==> src/rtl/umi_gpio_ctrl.sv <==
//------------------------------------------------------------------------------
// umi_gpio_ctrl
//
// Host-side UMI controller for a UMI GPIO device. Local logic writes the GPIO
// outputs through a set_valid/set_ready handshake and requests input samples
// with sample_req. Each operation becomes one non-posted UMI request (write or
// read), and only one request is outstanding at a time. A free-running poll
// timer also schedules a read every POLL_CYCLES cycles so that gpio_in_q stays
// fresh without local intervention.
//
// Ports:
//   clk, nreset           clock, synchronous active-low reset
//   set_valid/set_ready   local write handshake, set_data is the output value
//   sample_req            one-cycle pulse requesting an immediate read
//   gpio_in_q             last sampled GPIO input value
//   gpio_in_upd           one-cycle pulse when gpio_in_q takes a new value
//   busy                  high while a transaction is in progress
//   error                 sticky flag, set on an unexpected response opcode
//   uhost_req_*           UMI request channel towards the device
//   uhost_resp_*          UMI response channel from the device
//
// state   | meaning
// --------+-----------------------------------------------------------
// IDLE    | no transaction; accepts set requests or issues pending read
// WR_REQ  | write request presented, waiting for uhost_req_ready
// WR_RESP | waiting for the write response
// RD_REQ  | read request presented, waiting for uhost_req_ready
// RD_RESP | waiting for the read response carrying the input value
//------------------------------------------------------------------------------
module umi_gpio_ctrl #(
  parameter int          DW          = 256,
  parameter int          AW          = 64,
  parameter int          CW          = 32,
  parameter int          RWIDTH      = 32,
  parameter int          WWIDTH      = 32,
  parameter logic [AW-1:0] GPIO_ADDR = '0,
  parameter logic [AW-1:0] SRC_ADDR  = '0,
  parameter int          POLL_CYCLES = 1024
) (
  input  logic              clk,
  input  logic              nreset,
  input  logic              set_valid,
  input  logic [WWIDTH-1:0] set_data,
  output logic              set_ready,
  input  logic              sample_req,
  output logic [RWIDTH-1:0] gpio_in_q,
  output logic              gpio_in_upd,
  output logic              busy,
  output logic              error,
  output logic              uhost_req_valid,
  output logic [CW-1:0]     uhost_req_cmd,
  output logic [AW-1:0]     uhost_req_dstaddr,
  output logic [AW-1:0]     uhost_req_srcaddr,
  output logic [DW-1:0]     uhost_req_data,
  input  logic              uhost_req_ready,
  input  logic              uhost_resp_valid,
  input  logic [CW-1:0]     uhost_resp_cmd,
  input  logic [AW-1:0]     uhost_resp_dstaddr,
  input  logic [AW-1:0]     uhost_resp_srcaddr,
  input  logic [DW-1:0]     uhost_resp_data,
  output logic              uhost_resp_ready
);

  typedef enum logic [2:0] {
    IDLE,
    WR_REQ,
    WR_RESP,
    RD_REQ,
    RD_RESP
  } state_t;

  localparam logic [4:0] REQ_READ   = 5'h01;
  localparam logic [4:0] REQ_WRITE  = 5'h03;
  localparam logic [4:0] RESP_READ  = 5'h02;
  localparam logic [4:0] RESP_WRITE = 5'h04;

  // size field is log2 of the byte count of the transferred width
  localparam logic [2:0] WSIZE = 3'($clog2((WWIDTH + 7) / 8));
  localparam logic [2:0] RSIZE = 3'($clog2((RWIDTH + 7) / 8));

  function automatic logic [CW-1:0] umi_cmd(input logic [4:0] opcode,
                                            input logic [2:0] size);
    logic [CW-1:0] c;
    c      = '0;
    c[4:0] = opcode;
    c[7:5] = size;
    return c;
  endfunction

  localparam logic [CW-1:0] WR_CMD = umi_cmd(REQ_WRITE, WSIZE);
  localparam logic [CW-1:0] RD_CMD = umi_cmd(REQ_READ, RSIZE);

  state_t state;
  logic   rd_pending;
  logic   poll_wrap;

  // Response addresses and the unused upper response bits carry nothing
  // this controller needs.
  logic unused_resp;
  assign unused_resp = ^{uhost_resp_dstaddr, uhost_resp_srcaddr,
                         uhost_resp_data, uhost_resp_cmd};

  //----------------------------------------------------------------------------
  // Poll timer: counts 0..POLL_CYCLES-1 in every state, wrap requests a read.
  //----------------------------------------------------------------------------
  generate
    if (POLL_CYCLES == 0) begin : g_no_poll
      assign poll_wrap = 1'b0;
    end else begin : g_poll
      localparam int PW = (POLL_CYCLES > 1) ? $clog2(POLL_CYCLES) : 1;
      localparam logic [PW-1:0] LAST = PW'(POLL_CYCLES - 1);
      logic [PW-1:0] poll_cnt;

      always_ff @(posedge clk) begin
        if (!nreset) begin
          poll_cnt <= '0;
        end else if (poll_cnt == LAST) begin
          poll_cnt <= '0;
        end else begin
          poll_cnt <= poll_cnt + PW'(1);
        end
      end

      assign poll_wrap = (poll_cnt == LAST);
    end
  endgenerate

  assign busy = (state != IDLE);

  //----------------------------------------------------------------------------
  // Transaction FSM with registered outputs
  //----------------------------------------------------------------------------
  always_ff @(posedge clk) begin
    if (!nreset) begin
      state             <= IDLE;
      rd_pending        <= 1'b0;
      set_ready         <= 1'b0;
      gpio_in_q         <= '0;
      gpio_in_upd       <= 1'b0;
      error             <= 1'b0;
      uhost_req_valid   <= 1'b0;
      uhost_req_cmd     <= '0;
      uhost_req_dstaddr <= '0;
      uhost_req_srcaddr <= '0;
      uhost_req_data    <= '0;
      uhost_resp_ready  <= 1'b0;
    end else begin
      gpio_in_upd <= 1'b0;
      if (sample_req || poll_wrap) begin
        rd_pending <= 1'b1;
      end

      case (state)
        IDLE: begin
          if (set_valid && set_ready) begin
            state             <= WR_REQ;
            set_ready         <= 1'b0;
            uhost_req_valid   <= 1'b1;
            uhost_req_cmd     <= WR_CMD;
            uhost_req_dstaddr <= GPIO_ADDR;
            uhost_req_srcaddr <= SRC_ADDR;
            uhost_req_data    <= DW'(set_data);
          end else if (rd_pending) begin
            // A trigger arriving in the issue cycle is served by this read.
            state             <= RD_REQ;
            rd_pending        <= 1'b0;
            set_ready         <= 1'b0;
            uhost_req_valid   <= 1'b1;
            uhost_req_cmd     <= RD_CMD;
            uhost_req_dstaddr <= GPIO_ADDR;
            uhost_req_srcaddr <= SRC_ADDR;
            uhost_req_data    <= '0;
          end else begin
            set_ready <= 1'b1;
          end
        end

        WR_REQ: begin
          if (uhost_req_ready) begin
            state            <= WR_RESP;
            uhost_req_valid  <= 1'b0;
            uhost_resp_ready <= 1'b1;
          end
        end

        RD_REQ: begin
          if (uhost_req_ready) begin
            state            <= RD_RESP;
            uhost_req_valid  <= 1'b0;
            uhost_resp_ready <= 1'b1;
          end
        end

        WR_RESP: begin
          if (uhost_resp_valid) begin
            state            <= IDLE;
            uhost_resp_ready <= 1'b0;
            set_ready        <= 1'b1;
            if (uhost_resp_cmd[4:0] != RESP_WRITE) begin
              error <= 1'b1;
            end
          end
        end

        RD_RESP: begin
          if (uhost_resp_valid) begin
            state            <= IDLE;
            uhost_resp_ready <= 1'b0;
            set_ready        <= 1'b1;
            if (uhost_resp_cmd[4:0] == RESP_READ) begin
              gpio_in_q   <= uhost_resp_data[RWIDTH-1:0];
              gpio_in_upd <= 1'b1;
            end else begin
              error <= 1'b1;
            end
          end
        end

        default: begin
          state <= IDLE;
        end
      endcase
    end
  end

endmodule

==> config.mk <==
export PLATFORM = sky130hd
export DESIGN_NAME = umi_gpio_ctrl
export DESIGN_NICKNAME = d
export VERILOG_FILES = /design/src/rtl/umi_gpio_ctrl.sv
export SDC_FILE = /design/constraint.sdc
export NUM_CORES = 1
export LEC_CHECK = 0
export CAP_MARGIN = 0
export CORE_AREA = 3 3 348 350
export CTS_CLUSTER_SIZE = 28
export DETAILED_ROUTE_END_ITERATION = 6
export DIE_AREA = 0 0 351 353
export GPL_TIMING_DRIVEN = 1
export HOLD_SLACK_MARGIN = 0.12
export SLEW_MARGIN = 25
export SYNTH_ARGS = -nofsm -noshare
export SYNTH_HDL_FRONTEND = slang
export SYNTH_SLANG_ARGS = --single-unit
export TNS_END_PERCENT = 10
==> constraint.sdc <==
create_clock -name clk -period 1.9 [get_ports clk]
set_clock_uncertainty 0.05 [all_clocks]
set_input_delay 0.19 -clock clk [delete_from_list [all_inputs] [get_ports clk]]
set_output_delay 0.19 -clock clk [all_outputs]
set_load 0.005 [all_outputs]
==> reports/qor_table.md, run 1 <==
| Result | Value | Unit |
|---|---|---|
| Antenna violation net count after detailed routing | 0 | - |
| Cell area after technology mapping | 6080 | µm² |
| Average footprint of a synthesized cell | 8.64 | µm² |
| Overall fraction of global-route tracks in use | 2.64 | % |
| Number of storage elements in the synthesis netlist | 85 | - |
| Max rail drop VDD | 0.000668 | V |
| Seq/Total Area, Yosys | 28.0 | % |
| Number of port buffers | 147 | - |
| Most frequent cells in the layout | 381 x conb_1, 143 x clkdlybuf4s50_1, 85 x dfxtp_1 | - |
| Total buffers and inverters traversed by the critical path | 1 | - |
| Die footprint | 124000 | µm² |
| Multi-input combinational cell area | 2830 | µm² |
| Detailed-route wire length per cell | 7.15 | µm |
| Hold Crit Class | in -> reg | - |
| Headroom to the max-slew limit | 45.5 | % |
| Number of nets in the layout | 1311 | - |
| Detailed-placement wirelength estimate | 14100 | µm |
| Run status | completed | - |
| Overall die height | 353 | µm |
| Count of warnings emitted by yosys | 0 | - |
| Final instance area | 8410 | µm² |
| Max Clk Rate | 549 | MHz |
| Delay of the slowest cell on the worst path | 820 | ps |
| Post-synthesis instance total | 704 | - |
| Count of unresolved DRC violations after routing | 0 | - |
| Clock tree buffer depth | 2 | - |
| Synthesis-to-finish area growth | 38.3 | % |
| Largest net degree at the start of global routing | 72 | - |
| Clock H-tree levels | 3 | - |
| Number of maximum-capacitance violations | 0 | - |
| EDFF count, synth | 0 | - |
| Std-Cell Core Area | 118000 | µm² |
| Family of cells with the greatest summed delay on the critical path | buffers and inverters | - |
| Later-pin clock latency in the skew report | 400 | ps |
| Setup violations, final | 0 | - |
| GRT Residual Overflow | 0 | - |
| Fillers | 13800 | - |
| Post-Route Setup TNS | 0 | ps |
| Crit path arrival time | 1580 | ps |
| Number of antenna violations at the first check in global routing | 6 | - |
| Number of hold violations in the final report | 0 | - |
| Worst setup SP type | flop | - |
| Reg area | 1700 | µm² |
| Total wirelength of the detailed-routed design | 17100 | µm |
| Pleak | 3.14 | nW |
| Number of rows created at floorplan | 126 | - |
| Most common library cell in the layout ignoring fill and taps | conb_1 | - |
| Worst endpoint required time | 1660 | ps |
| Critical Path End Type | output pin | - |
| Clock tree sinks | 85 | - |
| Fraction of final layout cells sized beyond drive strength 1 | 4.88 | % |
| Register clock-pin slew on the reported worst setup and hold paths | 90 | ps |
| Number of global-route vias before repair | 3237 | - |
| Synth unique cells | 45 | - |
| Cell area reported after detailed placement | 8090 | µm² |
| Initial Util | 5.15 | % |
| Max-slew violation count | 0 | - |
| Fraction of registers with async set or reset after synthesis | 0 | % |
| Number of detailed-routing iterations run before antenna repair | 4 | - |
| Ports placed on the boundary | 908 | - |
| Dominant synthesized flop cell | dfxtp_1 | - |
| Crit path kind | reg -> out | - |
| RSZ-0062 raised after global routing | false | - |
| Peak fanout along the critical path | 2 | - |
| Sum of internal, switching and leakage power | 4.85 | mW |
| Clock Tree Root | clkbuf_16 | - |
| Crit share post-route | 95.9 | % |
| Transition time at the pin with the least slew margin | 815 | ps |
| Number of clock buffers inserted by TritonCTS | 9 | - |
| RD Place Congestion | 0.653 | - |
| Number of vias in the routed layout | 3903 | - |
| Wire length of the first global-routing pass | 22000 | µm |
| Routed vias/inst | 1.63 | - |
| Time the final worst path needs with I/O delays and setup | 1820 | ps |
| CTS tree | yes | - |
| Crit-path cells | clkdlybuf4s50_1 | - |
| Pwr Density | 576 | nW/µm² |
| Die outline width | 351 | µm |
| Standard cell with the maximum stage delay on the critical path | clkdlybuf4s50_1 | - |
| Initial detailed-routing violation count | 108 | - |
worst paths after layout:
kind	slack, ps	from	cells after the start	end
max	80	uhost_req_valid	1	uhost_req_valid
min	290	uhost_resp_data[15]	3	gpio_in_q[15]
min reg2reg	400	g_poll.poll_cnt[0]	1	g_poll.poll_cnt[0]
max reg2reg	250	set_ready	3	uhost_req_data[23]
cell families after synthesis:
group	Yosys count	share of synthesized area, %
muxes	32	5.27
DFF	85	28.0
AOI/OAI and AO/OA	60	7.77
adders and majority gates	1	0.206
buffers and inverters	409	49.3
other	1	0.0616
and+or+nand+nor	111	8.70
xor gates and xnor gates	5	0.720
routing by layer:
metal	vias to the layer above	routed length, µm	track usage, %
met4	4	313	1.19
met1	1681	6900	2.98
li1	1816	-	-
met3	17	3060	1.94
met5	-	18	0
met2	385	6850	3.68
worst reg2reg max path, stage by stage, from the launching register on:
cell and delay [ps]:
dfxtp_1 370, a21o_1 230, a21oi_4 670, a22o_1 270
layout make-up:
class,count,share of cell area [%]
inverters,7,0.312
multi-input cells,590,33.6
diodes,1,0.0297
well taps,1536,22.8
clock buffers,9,2.68
clock inverters,7,1.03
flip-flops and latches,85,20.2
repair buffers,163,19.3
report_power, final:
part	switching (mW)	internal, mW	total [mW]
clock network	1.02	0.944	1.97
logic	0.531	0.414	0.945
registers	0.0645	1.87	1.94
total	1.62	3.23	4.85
flip-flops by register name, summed over array words and instances (netlist names):
name and count:
uhost_req_valid 1, uhost_req_data 32, uhost_req_cmd 2, gpio_in_q 32, state 3, error 1
rd_pending 1, set_ready 1, uhost_resp_ready 1, g_poll.poll_cnt 10, gpio_in_upd 1
timing repair:
item | 4_1_cts | 5_1_grt
endpoints found under the hold margin | 5 | 0
hold buffers | 1 | 0
endpoints found under the setup margin | 1 | 0
setup buffers | 0 | 0
resized for setup | 1 | 0
cells in the mapped netlist (2+ instances only):
library cell	n	share of area, %
xor2_1	3	0.43
buf_6	3	0.56
buf_4	382	47
a21oi_1	8	0.66
a22o_1	32	4.6
o21a_1	2	0.25
nand3_1	6	0.49
nand2_1	72	4.4
o221a_2	2	0.37
dfxtp_1	85	28
nand4_1	2	0.21
nor3_1	4	0.33
a211oi_1	2	0.25
clkbuf_1	10	0.62
xnor2_1	2	0.29
nor2_1	7	0.43
o31ai_1	2	0.25
buf_2	6	0.49
inv_1	6	0.37
nand2b_1	5	0.51
o21ai_0	4	0.33
mux2i_1	32	5.3
or3_1	3	0.31
nor2b_1	3	0.31
stage by stage:
stage	hold WS (ps)	setup slack (ps)	instances	util, %
6_report	287	77.2	2398	7.12
5_1_grt	252	16.4	2397	7.12
4_1_cts	211	12.9	2397	7.12
2_1_floorplan	266	312	1084	-
3_5_place_dp	391	-320	2380	6.85
3_3_place_gp	385	-333	2380	6.85
Note: power is estimated with default switching activity, not from simulation.
==> run 2, diff against run 1 <==
CTS_CLUSTER_DIAMETER = 80   (was default)
PLACE_DENSITY_LB_ADDON = 0.15   (was default)
==> reports/qor_table.md, run 2 (same netlist as run 1, synthesis figures left out) <==
| Result | Value | Unit |
|---|---|---|
| Run status | completed | - |
| Number of antenna violations at the first check in global routing | 2 | - |
| Max rail drop VDD | 0.000534 | V |
| Ports placed on the boundary | 908 | - |
| Setup violations, final | 0 | - |
| Pre-CTS setup slack | -206 | ps |
| Wire length of the first global-routing pass | 26000 | µm |
| Synthesis-to-finish area growth | 38.3 | % |
| Sum of internal, switching and leakage power | 4.84 | mW |
| Number of port buffers | 147 | - |
| Worst setup SP type | flop | - |
| Register clock-pin slew on the reported worst setup and hold paths | 80 | ps |
| Worst endpoint required time | 1660 | ps |
| Cells after DPL | 2383 | - |
| Overall die height | 353 | µm |
| Sw Pwr | 1.65 | mW |
| Part of the total power dissipated in combinational logic | 20.3 | % |
| Crit share post-route | 90.1 | % |
| Peak fanout along the critical path | 8 | - |
| Initial detailed-routing violation count | 96 | - |
| Final non-filler cell total | 2400 | - |
| Share of total power in sequential cells | 39.8 | % |
| Largest net degree at the start of global routing | 70 | - |
| Overall fraction of global-route tracks in use | 3.06 | % |
| Internal power consumption | 3.20 | mW |
| Die outline width | 351 | µm |
| Count of unresolved DRC violations after routing | 0 | - |
| Clock H-tree levels | 3 | - |
| Cell area reported after detailed placement | 8130 | µm² |
| GRT Residual Overflow | 0 | - |
| Number of rows created at floorplan | 126 | - |
| Largest registers | gpio_in_q (32), uhost_req_data (32), g_poll.poll_cnt (10) | - |
| Fillers | 13800 | - |
| Detailed-placement wirelength estimate | 14600 | µm |
| Number of maximum-capacitance violations | 0 | - |
| Time the final worst path needs with I/O delays and setup | 1710 | ps |
| Hold Crit Class | in -> reg | - |
| Number of global-route vias before repair | 3599 | - |
| Reg-to-reg slack, setup | 280 | ps |
| RD Place Congestion | 0.611 | - |
| Initial Util | 5.15 | % |
| Clock tree buffer depth | 2 | - |
| Most frequent cells in the layout | 381 x conb_1, 144 x clkdlybuf4s50_1, 85 x dfxtp_1 | - |
| Clock tree sinks | 85 | - |
| Final instance area | 8410 | µm² |
| Number of vias in the routed layout | 3867 | - |
| Critical Path End Type | output pin | - |
| Number of hold violations in the final report | 0 | - |
| Number of detailed-routing iterations run before antenna repair | 4 | - |
| Max-slew violation count | 0 | - |
| Most common library cell in the layout ignoring fill and taps | conb_1 | - |
| Max Clk Rate | 584 | MHz |
| Crit path arrival time | 1470 | ps |
| Pleak | 3.14 | nW |
| Crit path kind | reg -> out | - |
| Pwr Density | 576 | nW/µm² |
| Later-pin clock latency in the skew report | 410 | ps |
| Switching part of the total power | 34.0 | % |
| Number of nets in the layout | 1314 | - |
| Clock network power share | 39.9 | % |
| Std-Cell Core Area | 118000 | µm² |
| Number of clock buffers inserted by TritonCTS | 9 | - |
| Clock Tree Root | clkbuf_16 | - |
| Total wirelength of the detailed-routed design | 19200 | µm |
| Inserted Diodes | 0 | - |
| Fraction of final layout cells sized beyond drive strength 1 | 5.21 | % |
| RSZ-0062 raised after global routing | false | - |
| Detailed-route wire length per cell | 7.99 | µm |
| Antenna violation net count after detailed routing | 0 | - |
| Worst setup slack after layout | 187 | ps |
| CTS tree | yes | - |
| Routed vias/inst | 1.61 | - |
| Die footprint | 124000 | µm² |
[run 2: per-layer routing]
layer  wire length (µm)  vias to the layer above  global-route usage [%]
li1                   -                     1820                       -
met1               8090                     1778                    3.49
met2               8700                      252                    4.62
met3               1970                       15                    1.66
met4                396                        2                    1.49
met5                 13                        -                       0
[run 2: power groups by stage]
stage,clock (mW),sequential (mW),combinational [mW]
6_report,1.93,1.93,0.982
5_1_grt,2.25,1.94,1.11
4_1_cts,2.26,1.93,0.984
3_5_place_dp,0,1.97,0.980
3_3_place_gp,0,1.97,0.989
2_1_floorplan,0,1.97,1.00
[run 2: layout make-up]
class,count,area [µm²],share of cell area [%]
Sequential cell,85,1700,20.2
Clock buffer,9,225,2.68
Multi-Input combinational cell,590,2830,33.6
Timing Repair Buffer,166,1660,19.7
Tap cell,1536,1920,22.9
Clock inverter,7,51.3,0.610
Inverter,7,26.3,0.312
[run 2: final timing paths]
| path | endpoint | cells after the start | from |
|---|---|---|---|
| worst max-delay path | busy | 4 | state[2] |
| worst min-delay path | gpio_in_q[16] | 3 | uhost_resp_data[16] |
| worst max register to register | gpio_in_q[4] | 5 | state[0] |
| worst min register to register | g_poll.poll_cnt[0] | 1 | g_poll.poll_cnt[0] |
[run 2: critical path, stage by stage, from the launching register on]
cell	delay [ps]
dfxtp_1	310
buf_4	170
nor3_4	210
inv_2	90
dlygate4sd2_1	280
[run 2: repair_timing]
item,in CTS,in global routing
gates resized for setup,2,0
buffers inserted,0,0
endpoints found under the setup margin,1,0
hold endpoints to repair,2,0
hold buffers,1,0
[run 2: metrics by stage]
| step | utilization [%] | hold WS [ps] | TNS [ps] |
|---|---|---|---|
| 4_1_cts | 7.12 | 192 | 0 |
| 3_5_place_dp | 6.88 | 386 | -5650 |
| 3_3_place_gp | 6.88 | 384 | -5430 |
| 2_1_floorplan | - | 266 | 0 |
| 5_1_grt | 7.12 | 236 | 0 |
| 6_report | 7.12 | 277 | 0 |
==> run 3, diff against run 2 <==
clock period = 1.6 ns   (was 1.9 ns; I/O delays follow)
==> reports/qor_table.md, run 3 (same netlist as run 1, synthesis figures left out) <==
| Result | Value | Unit |
|---|---|---|
| Crit path kind | in -> reg | - |
| Family of cells with the greatest summed delay on the critical path | buffers and inverters | - |
| Count of cells along the worst hold path | 4 | - |
| Number of clock buffers inserted by TritonCTS | 9 | - |
| Total buffers and inverters traversed by the critical path | 3 | - |
| GRT Residual Overflow | 0 | - |
| Antenna violation net count after detailed routing | 0 | - |
| Wire length of the first global-routing pass | 26200 | µm |
| Count of unresolved DRC violations after routing | 0 | - |
| Clock Tree Root | clkbuf_16 | - |
| Ports placed on the boundary | 908 | - |
| Synthesis-to-finish area growth | 43.0 | % |
| Max rail drop VDD | 0.000583 | V |
| Worst setup SP type | input port | - |
| End-of-flow core utilization | 7.37 | % |
| Hold path startpoint | nreset | - |
| Max Clk Rate | 620 | MHz |
| Multi-input combinational cell area | 2840 | µm² |
| Most common library cell in the layout ignoring fill and taps | conb_1 | - |
| Number of nets in the layout | 1333 | - |
| Detailed-placement wirelength estimate | 15200 | µm |
| Worst setup slack after layout | -14.1 | ps |
| R2R cell count | 5 | - |
| Largest net degree at the start of global routing | 51 | - |
| Run status | complete, but fails checks | - |
| Std-Cell Core Area | 118000 | µm² |
| Clock tree buffer depth | 2 | - |
| Largest registers | gpio_in_q (32), uhost_req_data (32), g_poll.poll_cnt (10) | - |
| Routed vias/inst | 1.62 | - |
| Total wirelength of the detailed-routed design | 21100 | µm |
| Crit share post-route | 101 | % |
| Initial Util | 5.15 | % |
| Clock tree sinks | 85 | - |
| Overall fraction of global-route tracks in use | 3.04 | % |
| Crit-path cells | clkdlybuf4s50_1 > or3_4 > nor4_4 > buf_6 > clkbuf_16 > mux2i_1 | - |
| Hold Crit Class | in -> reg | - |
| Detailed-route wire length per cell | 8.70 | µm |
| Fraction of final layout cells sized beyond drive strength 1 | 7.81 | % |
| Violated checks | setup timing | - |
| Endpoint with the worst hold slack | error | - |
| Sum of internal, switching and leakage power | 5.90 | mW |
| Initial detailed-routing violation count | 101 | - |
| Register clock-pin slew on the reported worst setup and hold paths | 80 | ps |
| Pwr Density | 678 | nW/µm² |
| Max-slew violation count | 0 | - |
| Die outline width | 351 | µm |
| Die footprint | 124000 | µm² |
| Number of port buffers | 147 | - |
| Pre-CTS setup slack | -475 | ps |
| Time the final worst path needs with I/O delays and setup | 1610 | ps |
| Number of global-route vias before repair | 3740 | - |
| Number of antenna violations at the first check in global routing | 3 | - |
| CTS tree | yes | - |
| Fillers | 13800 | - |
| Peak fanout along the critical path | 8 | - |
| Setup violations, final | 11 | - |
| Delay of the slowest cell on the worst path | 400 | ps |
| Clock H-tree levels | 3 | - |
| Standard cell with the maximum stage delay on the critical path | clkdlybuf4s50_1 | - |
| Later-pin clock latency in the skew report | 410 | ps |
| Most frequent cells in the layout | 381 x conb_1, 129 x clkdlybuf4s50_1, 80 x dfxtp_1 | - |
| Number of rows created at floorplan | 126 | - |
| Capture point of the worst reg-to-reg path | gpio_in_q[21] | - |
| Number of maximum-capacitance violations | 0 | - |
| Pleak | 3.42 | nW |
| RSZ-0062 raised after global routing | true | - |
| Number of vias in the routed layout | 3919 | - |
| RD Place Congestion | 0.618 | - |
| Reg area | 1710 | µm² |
| Critical Path End Type | flop | - |
| Number of hold violations in the final report | 0 | - |
| Reg-to-reg slack, setup | 10 | ps |
| Crit path arrival time | 1910 | ps |
| Startpoint of the worst register-to-register path | state[1] | - |
| Overall die height | 353 | µm |
| Worst endpoint required time | 1890 | ps |
| Number of detailed-routing iterations run before antenna repair | 4 | - |
## run 3: cell types whose count changed in the layout (fill, tap and decap cells not counted), sizes merged
cell	previous run	this run
dlygate4sd2	1	8
dlygate4sd3	1	3
diode	0	1
clkinv	5	2
clkdlybuf4s50	144	129
dlymetal6s2s	0	7
buf	20	35
dlymetal6s4s	0	1
clkbuf	9	11
inv	7	10
## run 3: per-layer routing
metal / vias to the layer above / track usage, % / part of all wire (%)
met2: 256 / 4.68 / 45
li1: 1864 / - / -
met4: 2 / 1.49 / 1.9
met3: 15 / 1.60 / 9.6
met5: - / 0 / 0.062
met1: 1782 / 3.43 / 44
## run 3: how the worst max path moves through the flow
stage,startpoint,to,depth (start not counted),slack (ps)
global route,state[1],gpio_in_q[8],5,-60
floorplan,uhost_resp_cmd[0],gpio_in_q[10],4,40
detailed placement,uhost_resp_cmd[0],gpio_in_q[29],5,-480
global placement,uhost_resp_cmd[0],gpio_in_q[1],5,-430
CTS,state[1],gpio_in_q[29],5,-40
finish,uhost_resp_cmd[0],gpio_in_q[21],6,-10
## run 3: what timing repair did
action	CTS	global route
setup endpoints to repair	61	68
hold endpoints to repair	8	0
hold buffers	4	0
pin swaps	1	2
cloned	0	4
setup buffers	0	1
gates resized for setup	18	24
## run 3: area by class of cell
class | count | area share [%]
Antenna cell | 1 | 0.0288
Clock buffer | 9 | 2.59
Clock inverter | 7 | 0.762
Inverter | 7 | 0.302
Multi-Input combinational cell | 590 | 32.7
Sequential cell | 85 | 19.7
Tap cell | 1536 | 22.1
Timing Repair Buffer | 185 | 21.9
## run 3: worst reg2reg max path: stages (launching register included)
cell	delay [ps]
dfxtp_2	330
nand2b_4	230
nor4_4	270
buf_6	220
clkbuf_16	240
mux2i_1	200
## run 3: metrics by stage
step                      setup TNS (ps)  area, µm²  cells  hold slack, ps
after detailed placement          -18130       8240   2395             387
after global routing                -759       8690   2419             186
final                              -91.4       8700   2420             196
after global placement            -16710       8240   2395             383
after floorplan                        0       7510   1084             236
after CTS                           -379       8570   2415             144
## run 3: report_power, final
group / internal, mW / switching, mW / total (mW)
clock: 1.10 / 1.27 / 2.37
sequential: 2.23 / 0.0748 / 2.30
combinational: 0.575 / 0.656 / 1.23
